File: src/rtl/alu_seq.sv
// alu_seq: handshaked ALU with a registered result, masked shifts and zero/illegal flags.
// Define ALU_SEQ_MULDIV_EN to build the iterative MUL/DIV/REM datapath; otherwise those codes are illegal.
module alu_seq #(
    parameter int WIDTH   = 32,
    parameter int SHAMT_W = $clog2(WIDTH)
) (
    input  logic             clk,
    input  logic             rst_n,
    input  logic             in_valid,
    output logic             in_ready,
    input  logic [4:0]       alu_function,
    input  logic [WIDTH-1:0] operand_a,
    input  logic [WIDTH-1:0] operand_b,
    output logic             out_valid,
    input  logic             out_ready,
    output logic [WIDTH-1:0] result,
    output logic             result_equal_zero,
    output logic             illegal_op
);

    localparam logic [4:0] OP_ADD  = 5'b00001;
    localparam logic [4:0] OP_SUB  = 5'b00010;
    localparam logic [4:0] OP_SLL  = 5'b00011;
    localparam logic [4:0] OP_SRL  = 5'b00100;
    localparam logic [4:0] OP_SRA  = 5'b00101;
    localparam logic [4:0] OP_SEQ  = 5'b00110;
    localparam logic [4:0] OP_SLT  = 5'b00111;
    localparam logic [4:0] OP_SLTU = 5'b01000;
    localparam logic [4:0] OP_XOR  = 5'b01001;
    localparam logic [4:0] OP_OR   = 5'b01010;
    localparam logic [4:0] OP_AND  = 5'b01011;

`ifdef ALU_SEQ_MULDIV_EN
    localparam logic [4:0] OP_MUL   = 5'b01100;
    localparam logic [4:0] OP_MULH  = 5'b01101;
    localparam logic [4:0] OP_MULHU = 5'b01110;
    localparam logic [4:0] OP_DIV   = 5'b01111;
    localparam logic [4:0] OP_DIVU  = 5'b10000;
    localparam logic [4:0] OP_REM   = 5'b10001;
    localparam logic [4:0] OP_REMU  = 5'b10010;

    typedef enum logic [1:0] {IDLE, BUSY, FIX, DONE} state_t;
`else
    typedef enum logic [0:0] {IDLE, DONE} state_t;
`endif

    state_t           state_q;
    logic [WIDTH-1:0] result_q;
    logic             zero_q;
    logic             illegal_q;

    logic             accept;
    logic [SHAMT_W-1:0] shamt;
    logic [WIDTH-1:0] simpleRes;
    logic             simpleIllegal;

    assign in_ready          = (state_q == IDLE) || ((state_q == DONE) && out_ready);
    assign accept            = in_valid && in_ready;
    assign out_valid         = (state_q == DONE);
    assign result            = result_q;
    assign result_equal_zero = zero_q;
    assign illegal_op        = illegal_q;
    assign shamt             = operand_b[SHAMT_W-1:0];

`ifdef ALU_SEQ_MULDIV_EN
    logic [WIDTH-1:0]   hi_q;
    logic [WIDTH-1:0]   lo_q;
    logic [WIDTH-1:0]   opB_q;
    logic [SHAMT_W-1:0] cnt_q;
    logic               neg_q;
    logic [4:0]         op_q;

    logic [WIDTH-1:0]   hi_d;
    logic [WIDTH-1:0]   lo_d;
    logic               startIter;
    logic               divByZero;
    logic               divOverflow;
    logic               signedOp;
    logic               negRes;
    logic [WIDTH-1:0]   magA;
    logic [WIDTH-1:0]   magB;
    logic               isMul;
    logic [WIDTH:0]     mulSum;
    logic [WIDTH:0]     divShift;
    logic [WIDTH-1:0]   divDiff;
    logic               divFits;
    logic [2*WIDTH-1:0] prodFix;
    logic [WIDTH-1:0]   quotFix;
    logic [WIDTH-1:0]   remFix;
    logic [WIDTH-1:0]   fixRes;

    assign divByZero   = (operand_b == '0);
    assign divOverflow = (operand_a == {1'b1, {(WIDTH-1){1'b0}}}) && (operand_b == '1);

    // Signed ops iterate on magnitudes; the sign is re-applied in FIX.
    // A remainder follows the dividend's sign, a quotient/product the XOR of both.
    always_comb begin
        signedOp = (alu_function == OP_MULH) || (alu_function == OP_DIV) ||
                   (alu_function == OP_REM);
        magA     = (signedOp && operand_a[WIDTH-1]) ? -operand_a : operand_a;
        magB     = (signedOp && operand_b[WIDTH-1]) ? -operand_b : operand_b;
        negRes   = 1'b0;
        if ((alu_function == OP_MULH) || (alu_function == OP_DIV)) begin
            negRes = operand_a[WIDTH-1] ^ operand_b[WIDTH-1];
        end else if (alu_function == OP_REM) begin
            negRes = operand_a[WIDTH-1];
        end
    end

    // One radix-2 step: shift-add for multiply, restoring subtract for divide.
    // hi_q holds the partial product/remainder, lo_q the multiplier/quotient.
    always_comb begin
        isMul    = (op_q == OP_MUL) || (op_q == OP_MULH) || (op_q == OP_MULHU);
        mulSum   = {1'b0, hi_q} + (lo_q[0] ? {1'b0, opB_q} : {(WIDTH+1){1'b0}});
        divShift = {hi_q, lo_q[WIDTH-1]};
        divFits  = (divShift >= {1'b0, opB_q});
        divDiff  = divShift[WIDTH-1:0] - opB_q;
        hi_d     = hi_q;
        lo_d     = lo_q;
        if (isMul) begin
            hi_d = mulSum[WIDTH:1];
            lo_d = {mulSum[0], lo_q[WIDTH-1:1]};
        end else begin
            hi_d = divFits ? divDiff : divShift[WIDTH-1:0];
            lo_d = {lo_q[WIDTH-2:0], divFits};
        end
    end

    always_comb begin
        prodFix = neg_q ? -{hi_q, lo_q} : {hi_q, lo_q};
        quotFix = neg_q ? -lo_q : lo_q;
        remFix  = neg_q ? -hi_q : hi_q;
        case (op_q)
            OP_MUL:            fixRes = prodFix[WIDTH-1:0];
            OP_MULH, OP_MULHU: fixRes = prodFix[2*WIDTH-1:WIDTH];
            OP_DIV, OP_DIVU:   fixRes = quotFix;
            default:           fixRes = remFix;
        endcase
    end
`endif

    // Single-cycle results; divide corner cases resolve here so they skip the iteration.
    always_comb begin
        simpleRes     = '0;
        simpleIllegal = 1'b0;
`ifdef ALU_SEQ_MULDIV_EN
        startIter     = 1'b0;
`endif
        case (alu_function)
            OP_ADD:  simpleRes = operand_a + operand_b;
            OP_SUB:  simpleRes = operand_a - operand_b;
            OP_SLL:  simpleRes = operand_a << shamt;
            OP_SRL:  simpleRes = operand_a >> shamt;
            OP_SRA:  simpleRes = $signed(operand_a) >>> shamt;
            OP_SEQ:  simpleRes = {{(WIDTH-1){1'b0}}, operand_a == operand_b};
            OP_SLT:  simpleRes = {{(WIDTH-1){1'b0}}, $signed(operand_a) < $signed(operand_b)};
            OP_SLTU: simpleRes = {{(WIDTH-1){1'b0}}, operand_a < operand_b};
            OP_XOR:  simpleRes = operand_a ^ operand_b;
            OP_OR:   simpleRes = operand_a | operand_b;
            OP_AND:  simpleRes = operand_a & operand_b;
`ifdef ALU_SEQ_MULDIV_EN
            OP_MUL, OP_MULH, OP_MULHU: startIter = 1'b1;
            OP_DIV, OP_REM: begin
                if (divByZero) begin
                    simpleRes = (alu_function == OP_DIV) ? '1 : operand_a;
                end else if (divOverflow) begin
                    simpleRes = (alu_function == OP_DIV) ? operand_a : '0;
                end else begin
                    startIter = 1'b1;
                end
            end
            OP_DIVU, OP_REMU: begin
                if (divByZero) begin
                    simpleRes = (alu_function == OP_DIVU) ? '1 : operand_a;
                end else begin
                    startIter = 1'b1;
                end
            end
`endif
            default: simpleIllegal = 1'b1;
        endcase
    end

    // Control FSM with registered result/flags. DONE accepts the next op while
    // popping the current one, so back-to-back requests see no bubble.
    always_ff @(posedge clk or negedge rst_n) begin
        if (!rst_n) begin
            state_q   <= IDLE;
            result_q  <= '0;
            zero_q    <= 1'b1;
            illegal_q <= 1'b0;
`ifdef ALU_SEQ_MULDIV_EN
            hi_q      <= '0;
            lo_q      <= '0;
            opB_q     <= '0;
            cnt_q     <= '0;
            neg_q     <= 1'b0;
            op_q      <= '0;
`endif
        end else begin
            case (state_q)
                IDLE, DONE: begin
`ifdef ALU_SEQ_MULDIV_EN
                    if (accept && startIter) begin
                        hi_q    <= '0;
                        lo_q    <= magA;
                        opB_q   <= magB;
                        cnt_q   <= '0;
                        neg_q   <= negRes;
                        op_q    <= alu_function;
                        state_q <= BUSY;
                    end else
`endif
                    if (accept) begin
                        result_q  <= simpleRes;
                        zero_q    <= (simpleRes == '0);
                        illegal_q <= simpleIllegal;
                        state_q   <= DONE;
                    end else if ((state_q == DONE) && out_ready) begin
                        state_q <= IDLE;
                    end
                end
`ifdef ALU_SEQ_MULDIV_EN
                BUSY: begin
                    hi_q  <= hi_d;
                    lo_q  <= lo_d;
                    cnt_q <= cnt_q + 1'b1;
                    if (cnt_q == SHAMT_W'(WIDTH - 1)) begin
                        state_q <= FIX;
                    end
                end
                FIX: begin
                    result_q  <= fixRes;
                    zero_q    <= (fixRes == '0);
                    illegal_q <= 1'b0;
                    state_q   <= DONE;
                end
`endif
            endcase
        end
    end

endmodule

File: config.mk
export PLATFORM = sky130hd
export DESIGN_NAME = alu_seq
export DESIGN_NICKNAME = d
export VERILOG_FILES = /design/src/rtl/alu_seq.sv
export SDC_FILE = /design/constraint.sdc
export NUM_CORES = 1
export LEC_CHECK = 0
export CAP_MARGIN = 20
export CORE_UTILIZATION = 26
export DETAILED_ROUTE_END_ITERATION = 10
export PLACE_DENSITY = 0.4
export SYNTH_ARGS = -nofsm -noshare
export SYNTH_HDL_FRONTEND = slang
export SYNTH_SLANG_ARGS = --single-unit
export TNS_END_PERCENT = 10
File: constraint.sdc
create_clock -name clk -period 3.75 [get_ports clk]
set_input_delay 0.5625 -clock clk [delete_from_list [all_inputs] [get_ports clk]]
set_output_delay 0.5625 -clock clk [all_outputs]
set_load 0.01 [all_outputs]
---- Word-level counts from Yosys, hierarchy flattened ----
Cells that the tools add are included.
storage, ports and cells
  bits in registers ....................... 35
  bits of input ports ..................... 73
  output and inout bits ................... 36
  word-level logic and storage cells ...... 37
cells by class
  add/subtract/negate cells ............... 2
  magnitude comparators ................... 2
  equality and inequality tests ........... 12
  shifts and indexed selects .............. 3
  muxes and demuxes ....................... 4
  bitwise operators ....................... 4
  reduce and logical (&&, ||, !) cells .... 6
operators by type and width
  kind                                                 count
  one-hot mux 32 bit (11 select lines)                 1
  < comparator 32 bit                                  2
  adder 32 bit                                         1
  bitwise AND 32 bit                                   1
  equality test 32 bit                                 1
  logical NOT 32 bit                                   1
  OR 32 bit                                            1
  left shift 32 x 5 -> 32 bit                          1
  >> shifter 32 x 5 -> 32 bit                          1
  >>> shifter 32 x 5 -> 32 bit                         1
  subtractor 32 bit                                    1
  XOR 32 bit                                           1
  equality test 5 x 3 -> 1 bit, second input constant  4
  equality test 5 x 4 -> 1 bit, second input constant  4
  OR reduction 11 bit                                  1
  equality test 5 x 2 -> 1 bit, second input constant  2
  equality test 5 x 1 -> 1 bit, second input constant  1
  2-to-1 mux 1 bit                                     3
  logical AND 1 bit                                    2
  nonzero test 2 bit                                   1
  logical OR 1 bit                                     1
  NOT 1 bit                                            1

---- Depth between registers and ports, before layout ----
Gate-level depths: netlist (run 1).
  depth in word-level cells ............... 4
  depth in mapped cells ................... 17

---- Least setup slack after synthesis (run 1) ----
Ideal clock, no wire load.
  path kind ............................... input to register
  start point ............................. in operand_b[2]
  end point ............................... reg zero_q (netlist: result_equal_zero)
  setup time .............................. 97 ps
  arrival time ............................ 4509 ps
  required time ........................... 3653 ps
  slack ................................... -857 ps
  cell stages on the path ................. 17
  cells stage by stage .................... buf_2 -> clkinv_1 -> clkbuf_1 -> buf_1 -> ha_1 -> clkbuf_1 -> o21bai_1 -> nand2_1 -> a2111oi_4 -> nor3_2 -> o211a_1 -> a311oi_2 -> nand4_1 -> or4_1 -> nor4_1 -> nand4_1 -> o41ai_2
on the way
  cells in the longest elaborated chain, start to end .. 3
RTL lines
  element                                          RTL line  RTL
  from (decl)                                      13        input logic [WIDTH-1:0] operand_b,
  subtractor 32 bit, or another cell as far along  151       OP_SUB: simpleRes = operand_a - operand_b;
  one-hot mux 32 bit (11 select lines) *           149       case (alu_function)
  logical NOT 32 bit *                             216       zero_q <= (simpleRes == '0);
  to (signal assigned)                             216
  to (decl)                                        49        logic zero_q;
Mark *: on every way between the ends. The rest lies on a longest branch, timed or not.
A chain may end at the register's enable or synchronous reset.

---- Worst setup path after layout (run 1) ----
  start point ............................. in alu_function[2]
  end point ............................... reg zero_q (netlist: result_equal_zero)
on the way
  cells in the longest elaborated chain, start to end .. 3
RTL lines
  element                                                     RTL line  RTL
  from (decl)                                                 11        input logic [4:0] alu_function,
  equality test 5 x 4 -> 1 bit, or another cell as far along  149
  one-hot mux 32 bit (11 select lines) *                      149
  logical NOT 32 bit *                                        216
Marked as above.

==> qor.yml, run 1 <==
synth:
  avgSynthCellArea_um2: 7.15
  ys_seq_area_frac: 0.0819
  synth_cell_types: 92
  synth_edf_count: 0
  synth-async-reset-ratio: 1.00
  dominantRegCellSynth: "dfrtp_1"
  yosysWarningCount: 0
  netlist_instances: 1499
  syn-num-nets: 1673
  synth_area_um2: 10700
  ys_ff_latch: 35
detailed_routing:
  wl_um: 69200
  antenna_left: 0
  drc_errors: 0
  drt_first_pass_iters: 6
  drt_iter0_drc: 1544
  routed-via-count: 15300
  wl_per_cell_um: 25.2
  viasPerCell: 5.59
clocking:
  ctsLongestPathBuffers: 2
  htreeDepth: 2
  cts_tree: "yes"
  cts_buffers: 5
  clkSinkCount: 35
  clk_pin_slew_ps: 50
  insertion_delay_ps: 280
  cts_root_buf: "clkbuf_16"
  cts_hold_buf: 0
grt:
  antenna_found_initial: 0
  grt_use_total: 0.326
  grt_start_max_net_pins: 48
  grt_pass1_vias: 15200
  grt_pass1_wl_um: 101000
  grt.overflow.total: 0
  grt_use_met2: 0.517
  grt_use_met3: 0.0216
  use_met1: 0.467
  top_usage_layer: "met2"
sta:
  layout_setup_ws_ps: -108
  slew_violations: 0
  fin_skew_ps: 5.30
  grt_setup_unrepaired: "true"
  finalHoldViolCount: 0
  tightest_slew_ps: 1080
  slew_headroom: 0.273
  fin_crit_sh: 1.03
  max_freq_mhz: 259
  setup_violations: 2
  period_minus_slack_ps: 3860
  finalSetupTns_ps: -126
final_layout:
  layout-drive-gt1-share: 0.470
  fill_cells: 4214
  syn2layout_area_growth_pct: 75.3
  layout_common_cells: "buf_4, nor2_1, nand2_1"
  multi_input_area_um2: 10200
  mostFrequentLayoutCell: "buf_4"
  fin_nets: 2390
  antennaDiodeCount: 0
  area.sequential_um2: 877
  postLayoutCoreUtil: 0.467
floorplanning:
  die_area_um2: 42000
  core-area_um2: 40200
  die_w_um: 205
  ioPinCount: 109
  die_h_um: 205
  initial_core_util: 0.267
  num_rows: 73
power:
  p_int_w: 0.00205
  combPwrFrac: 0.767
  leakagePower_nw: 8.43
  ir_drop_mv: 0.112
  p_sw_w: 0.00164
  p_per_area_nw_per_um2: 196
  switching_share: 0.444
  clkPwrFrac: 0.105
  pwr-share-seq: 0.128
  power.total_w: 0.00369
setup_path:
  r2r_end: "result_equal_zero"
  r2r-start: "out_valid"
  rrSetupSlack_ps: 690
  crit_start: "alu_function[2]"
  crit_path_end_kind: "flip-flop"
  cp_data_required_time_ps: 3930
  rr_worst_depth: 10
  crit_type: "input port to flip-flop"
  crit_path_end: "result_equal_zero"
  worstSetupStartpointType: "input port"
  arrival_ps: 4040
  crit_path_max_fanout: 21
run_status:
  status: "complete, but fails checks"
  violations: "negative setup slack"
flow_run:
  maxCapViolations: 0
placement:
  hpwl_um: 58300
  preCtsSetupSlack_ps: -1140
  io_buffers: 108
  gp_congestion: 1.00
hold_path:
  hold_class: "input port to asynchronous set/reset pin"
[power by group through the flow]
stage / Clock (W) / Sequential [W] / Combinational [W]
global placement: 0 / 0.000477 / 0.00250
CTS: 0.000404 / 0.000473 / 0.00276
global route: 0.000420 / 0.000480 / 0.00298
finish: 0.000388 / 0.000471 / 0.00283
detailed placement: 0 / 0.000479 / 0.00249
floorplan: 0 / 0.000506 / 0.00103
[metrics by stage]
stage,cells,hold WS (ps),cell area [µm²]
2_1_floorplan,1499,267,10900
3_3_place_gp,2679,460,17100
3_5_place_dp,2679,473,17100
4_1_cts,2741,380,18700
5_1_grt,2742,418,18800
6_report,2742,354,18800
[final cells by class]
| cell class | count | share of cell area |
|---|---|---|
| multi-input cells | 1263 | 0.542 |
| repair buffers | 817 | 0.349 |
| flip-flops and latches | 35 | 0.0467 |
| well taps | 525 | 0.0350 |
| inverters | 94 | 0.0201 |
| clock buffers | 7 | 0.00706 |
| clock inverters | 1 | 0.000266 |
[kinds of logic (layout without fill, tap and decap cells)]
| family | Yosys count | count (layout) | share of synthesized area |
|---|---|---|---|
| DFF | 35 | 35 | 0.0819 |
| buffers and inverters | 201 | 919 | 0.0757 |
| xor gates and xnor gates | 10 | 10 | 0.00818 |
| muxes | 124 | 124 | 0.146 |
| adders and majority gates | 101 | 101 | 0.119 |
| and+or+nand+nor | 510 | 510 | 0.231 |
| AOI/OAI and AO/OA | 518 | 518 | 0.337 |
[what timing repair did]
action / 4_1_cts / 5_1_grt
setup endpoints to repair: 15 / 9
buffers inserted: 55 / 1
pin swaps: 66 / 11
resized for setup: 367 / 23
[registers in the layout (all words and copies together) (netlist names)]
| signal | flops |
|---|---|
| result_equal_zero | 1 |
| result | 32 |
| out_valid | 1 |
| illegal_op | 1 |
[worst max-delay path: stages]
cell and delay [ps]:
clkdlybuf4s50_1 580, buf_6 180, buf_4 140, nand2b_1 220, nor4_2 160, buf_4 270
a311oi_1 460, o311ai_0 240, nor4_2 320, o21ai_1 170, buf_4 180, nor4_2 170
nand4_1 140, o41ai_2 220
[how the worst min path moves through the flow]
stage / startpoint / endpoint / slack [ps] / cells after the start
after floorplan: rst_n / illegal_op / 270 / 0
after global placement: result[0] / result[0] / 460 / 2
after detailed placement: result[6] / result[6] / 470 / 2
after CTS: rst_n / result[7] / 380 / 1
after global routing: rst_n / result[7] / 420 / 1
final: rst_n / result[5] / 350 / 1
[per-layer routing]
layer  part of all wire  routed length [µm]
met5                  0                   0
met4              0.031                2120
met3              0.057                3960
met2               0.44               30800
met1               0.47               32300
[cell usage after synthesis (all sizes together), types with 6 or more instances]
cell type	number	area, µm²
a21oi	108	541
a2111oi	6	90.1
o32ai	10	87.6
dfrtp	34	851
a211o	8	70.1
nor2b	17	106
o2bb2ai	6	52.6
o21bai	12	90.1
mux4	19	428
nor2	148	556
a221oi	21	190
a311oi	6	58.8
and2	7	43.8
o31ai	18	135
nor3	29	150
nor4	22	153
or4	8	60.1
or2	8	50.1
clkbuf	65	244
or3	7	43.8
inv	90	338
nand2b	18	113
a31oi	16	100
nand2	146	548
o211ai	24	180
buf	42	214
mux2i	40	400
o21ai	93	465
nor3b	9	67.6
a22oi	22	165
mux2	65	736
o221ai	17	149
a21o	12	90.1
nand3	43	215
o31a	6	52.6
o2111ai	12	105
nand4	13	87.6
and3	12	75.1
xnor2	6	52.6
a221o	8	81.3
o22ai	27	169
a211oi	31	238
o21a	6	45.0
ha	99	1240
Note: power is estimated with default switching activity, not from simulation.
==> inputs of run 2 (changes only) <==
Settings changed: SETUP_SLACK_MARGIN set to 0.1, SKIP_LAST_GASP set to 1.
==> run 2 against run 1 <==
Net effect:
- the run still ends with negative setup slack left
- hold slack better by 2.9 ps
- non-clock buffer count fell by 44
- global-route usage decreased by 0.48 points
- cell count down 1.6%
- sequential share of layout area up 0.16 points
- register-to-register slack improved by 240 ps
- core utilization down 1.6 points
- design area down 3.3%
- clock skew fell by 1.5 ps
- clock power grew 2%
- power fell by 2.3%
- highest routed layer unchanged
==> qor.yml, run 2 (synthesis gave the netlist of run 1 again) <==
sta:
  max_freq_mhz: 234
  period_minus_slack_ps: 4280
  layout_setup_ws_ps: -531
  setup_violations: 3
  tightest_slew_ps: 1080
  fin_crit_sh: 1.14
  grt_setup_unrepaired: "true"
  finalHoldViolCount: 0
  fin_skew_ps: 3.78
  slew_headroom: 0.271
  slew_violations: 0
detailed_routing:
  drt_first_pass_iters: 6
  antenna_left: 0
  viasPerCell: 5.65
  routed-via-count: 15200
  drt_iter0_drc: 1411
  drc_errors: 0
  wl_per_cell_um: 25.8
  wl_um: 69700
final_layout:
  fill_cells: 4250
  largest_reg_flops: 32
  layout_common_cells: "buf_4, nor2_1, nand2_1"
  mostFrequentLayoutCell: "buf_4"
  layout-drive-gt1-share: 0.428
  syn2layout_area_growth_pct: 69.5
  fin_nets: 2346
  stdcell_area_um2: 18200
power:
  ir_drop_mv: 0.137
  leakagePower_nw: 8.41
  p_per_area_nw_per_um2: 199
placement:
  hpwl_um: 58600
  io_buffers: 108
  post_dp_cell_area_um2: 16900
  preCtsSetupSlack_ps: -1210
  gp_congestion: 1.02
setup_path:
  crit_start: "operand_a[30]"
  path_buf_inv: 2
  critPathSlowestCell: "or4_1"
  rrSetupSlack_ps: 930
  crit_path_max_fanout: 2
  cpLargestDelayFamily: "simple AND/OR/NAND/NOR gates"
  crit_type: "input port to flip-flop"
  path_common_cell: "nand4_1"
  critical_path.max_stage_delay_ps: 690
  r2r-start: "out_valid"
  worstSetupStartpointType: "input port"
  arrival_ps: 4460
  crit_path_end_kind: "flip-flop"
  cp_data_required_time_ps: 3930
  crit_chain: "clkdlybuf4s50_1 > inv_1 > ha_1 > or4_1 > a31oi_1 > o31ai_2 > o211a_1 > a311oi_4 > nand4_1 > or4_4 > nor4_2 > nand4_1 > o41ai_2"
floorplanning:
  core-area_um2: 40200
  die_w_um: 205
  die_area_um2: 42000
  ioPinCount: 109
  die_h_um: 205
  initial_core_util: 0.267
  num_rows: 73
clocking:
  cts_tree: "yes"
  clk_pin_slew_ps: 50
  ctsLongestPathBuffers: 2
  cts_hold_buf: 0
  htreeDepth: 2
  cts_root_buf: "clkbuf_16"
  cts_buffers: 5
  clkSinkCount: 35
  insertion_delay_ps: 280
grt:
  grt_use_total: 0.322
  grt.overflow.total: 0
  grt_pass1_wl_um: 98800
  antenna_found_initial: 0
  grt_pass1_vias: 14600
  grt_start_max_net_pins: 50
flow_run:
  maxCapViolations: 0
run_status:
  status: "complete, but fails checks"
  violations: "negative setup slack"
hold_path:
  hold_class: "input port to asynchronous set/reset pin"
[run 2: cell types whose count changed in the layout (fill, tap and decap cells not counted), moves of 6 or more]
cell / delta
clkbuf_2: +11
a31oi_4: -6
clkdlybuf4s15_1: -9
buf_4: -42
inv_1: +17
clkdlybuf4s50_1: +17
clkdlybuf4s15_2: -13
dlymetal6s2s_1: +26
ha_4: -8
inv_2: -17
dlygate4sd2_1: -25
[run 2: per-stage QoR]
step	utilization	hold WS (ps)	TNS, ps	instances	power, W
2_1_floorplan	-	267	0	1499	0.00153
3_3_place_gp	0.421	462	-9980	2654	0.00297
3_5_place_dp	0.422	469	-10030	2655	0.00297
4_1_cts	0.431	381	-2230	2669	0.00344
5_1_grt	0.452	431	-1670	2698	0.00380
6_report	0.452	357	-1000	2699	0.00361
[run 2: timing repair]
action                                  4_1_cts  5_1_grt
setup buffers                                 6       29
cloned                                        0        2
hold endpoints to repair                      0        0
pin swaps                                    16       53
gates resized for setup                      59      205
endpoints found under the setup margin       16       23
[run 2: layer usage]
metal  GRT usage  share of wire  wire length, µm
met1       0.461           0.46            31900
met2       0.510           0.45            31000
met3      0.0270          0.068             4760
met4      0.0886          0.028             1960
met5           0              0                0
[run 2: final cells by class]
cell class	instances	area [µm²]	share of cell area
Sequential cell	35	877	0.0483
Tap cell	525	657	0.0362
Multi-Input combinational cell	1263	9820	0.541
Inverter	94	378	0.0208
Clock inverter	1	5.00	0.000276
Antenna cell	1	2.50	0.000138
Timing Repair Buffer	773	6290	0.346
Clock buffer	7	133	0.00730
[run 2: worst paths after layout]
check / endpoint / depth (start not counted)
min: result[8] / 1
max: result_equal_zero / 13
max reg2reg: result_equal_zero / 10
min reg2reg: result[16] / 2
max in group asynchronous: result[28] / 1
min in group clk: result[16] / 2
[run 2: worst reg2reg max path, cell delays in order, from the launching register on]
cell and delay (ps):
dfrtp_1 370, nand2b_1 150, nand2_2 160, a21oi_1 160
o211ai_1 150, a2111oi_4 470, nand4_1 160, or4_4 520
nor4_2 140, nand4_1 180, o41ai_2 260
[run 2: report_power, final]
part / leakage (nW) / switching (W) / internal (W)
registers: 0.443 / 0.0000294 / 0.000440
clock network: 0.0679 / 0.000150 / 0.000245
logic: 7.90 / 0.00142 / 0.00132
total: 8.41 / 0.00160 / 0.00201
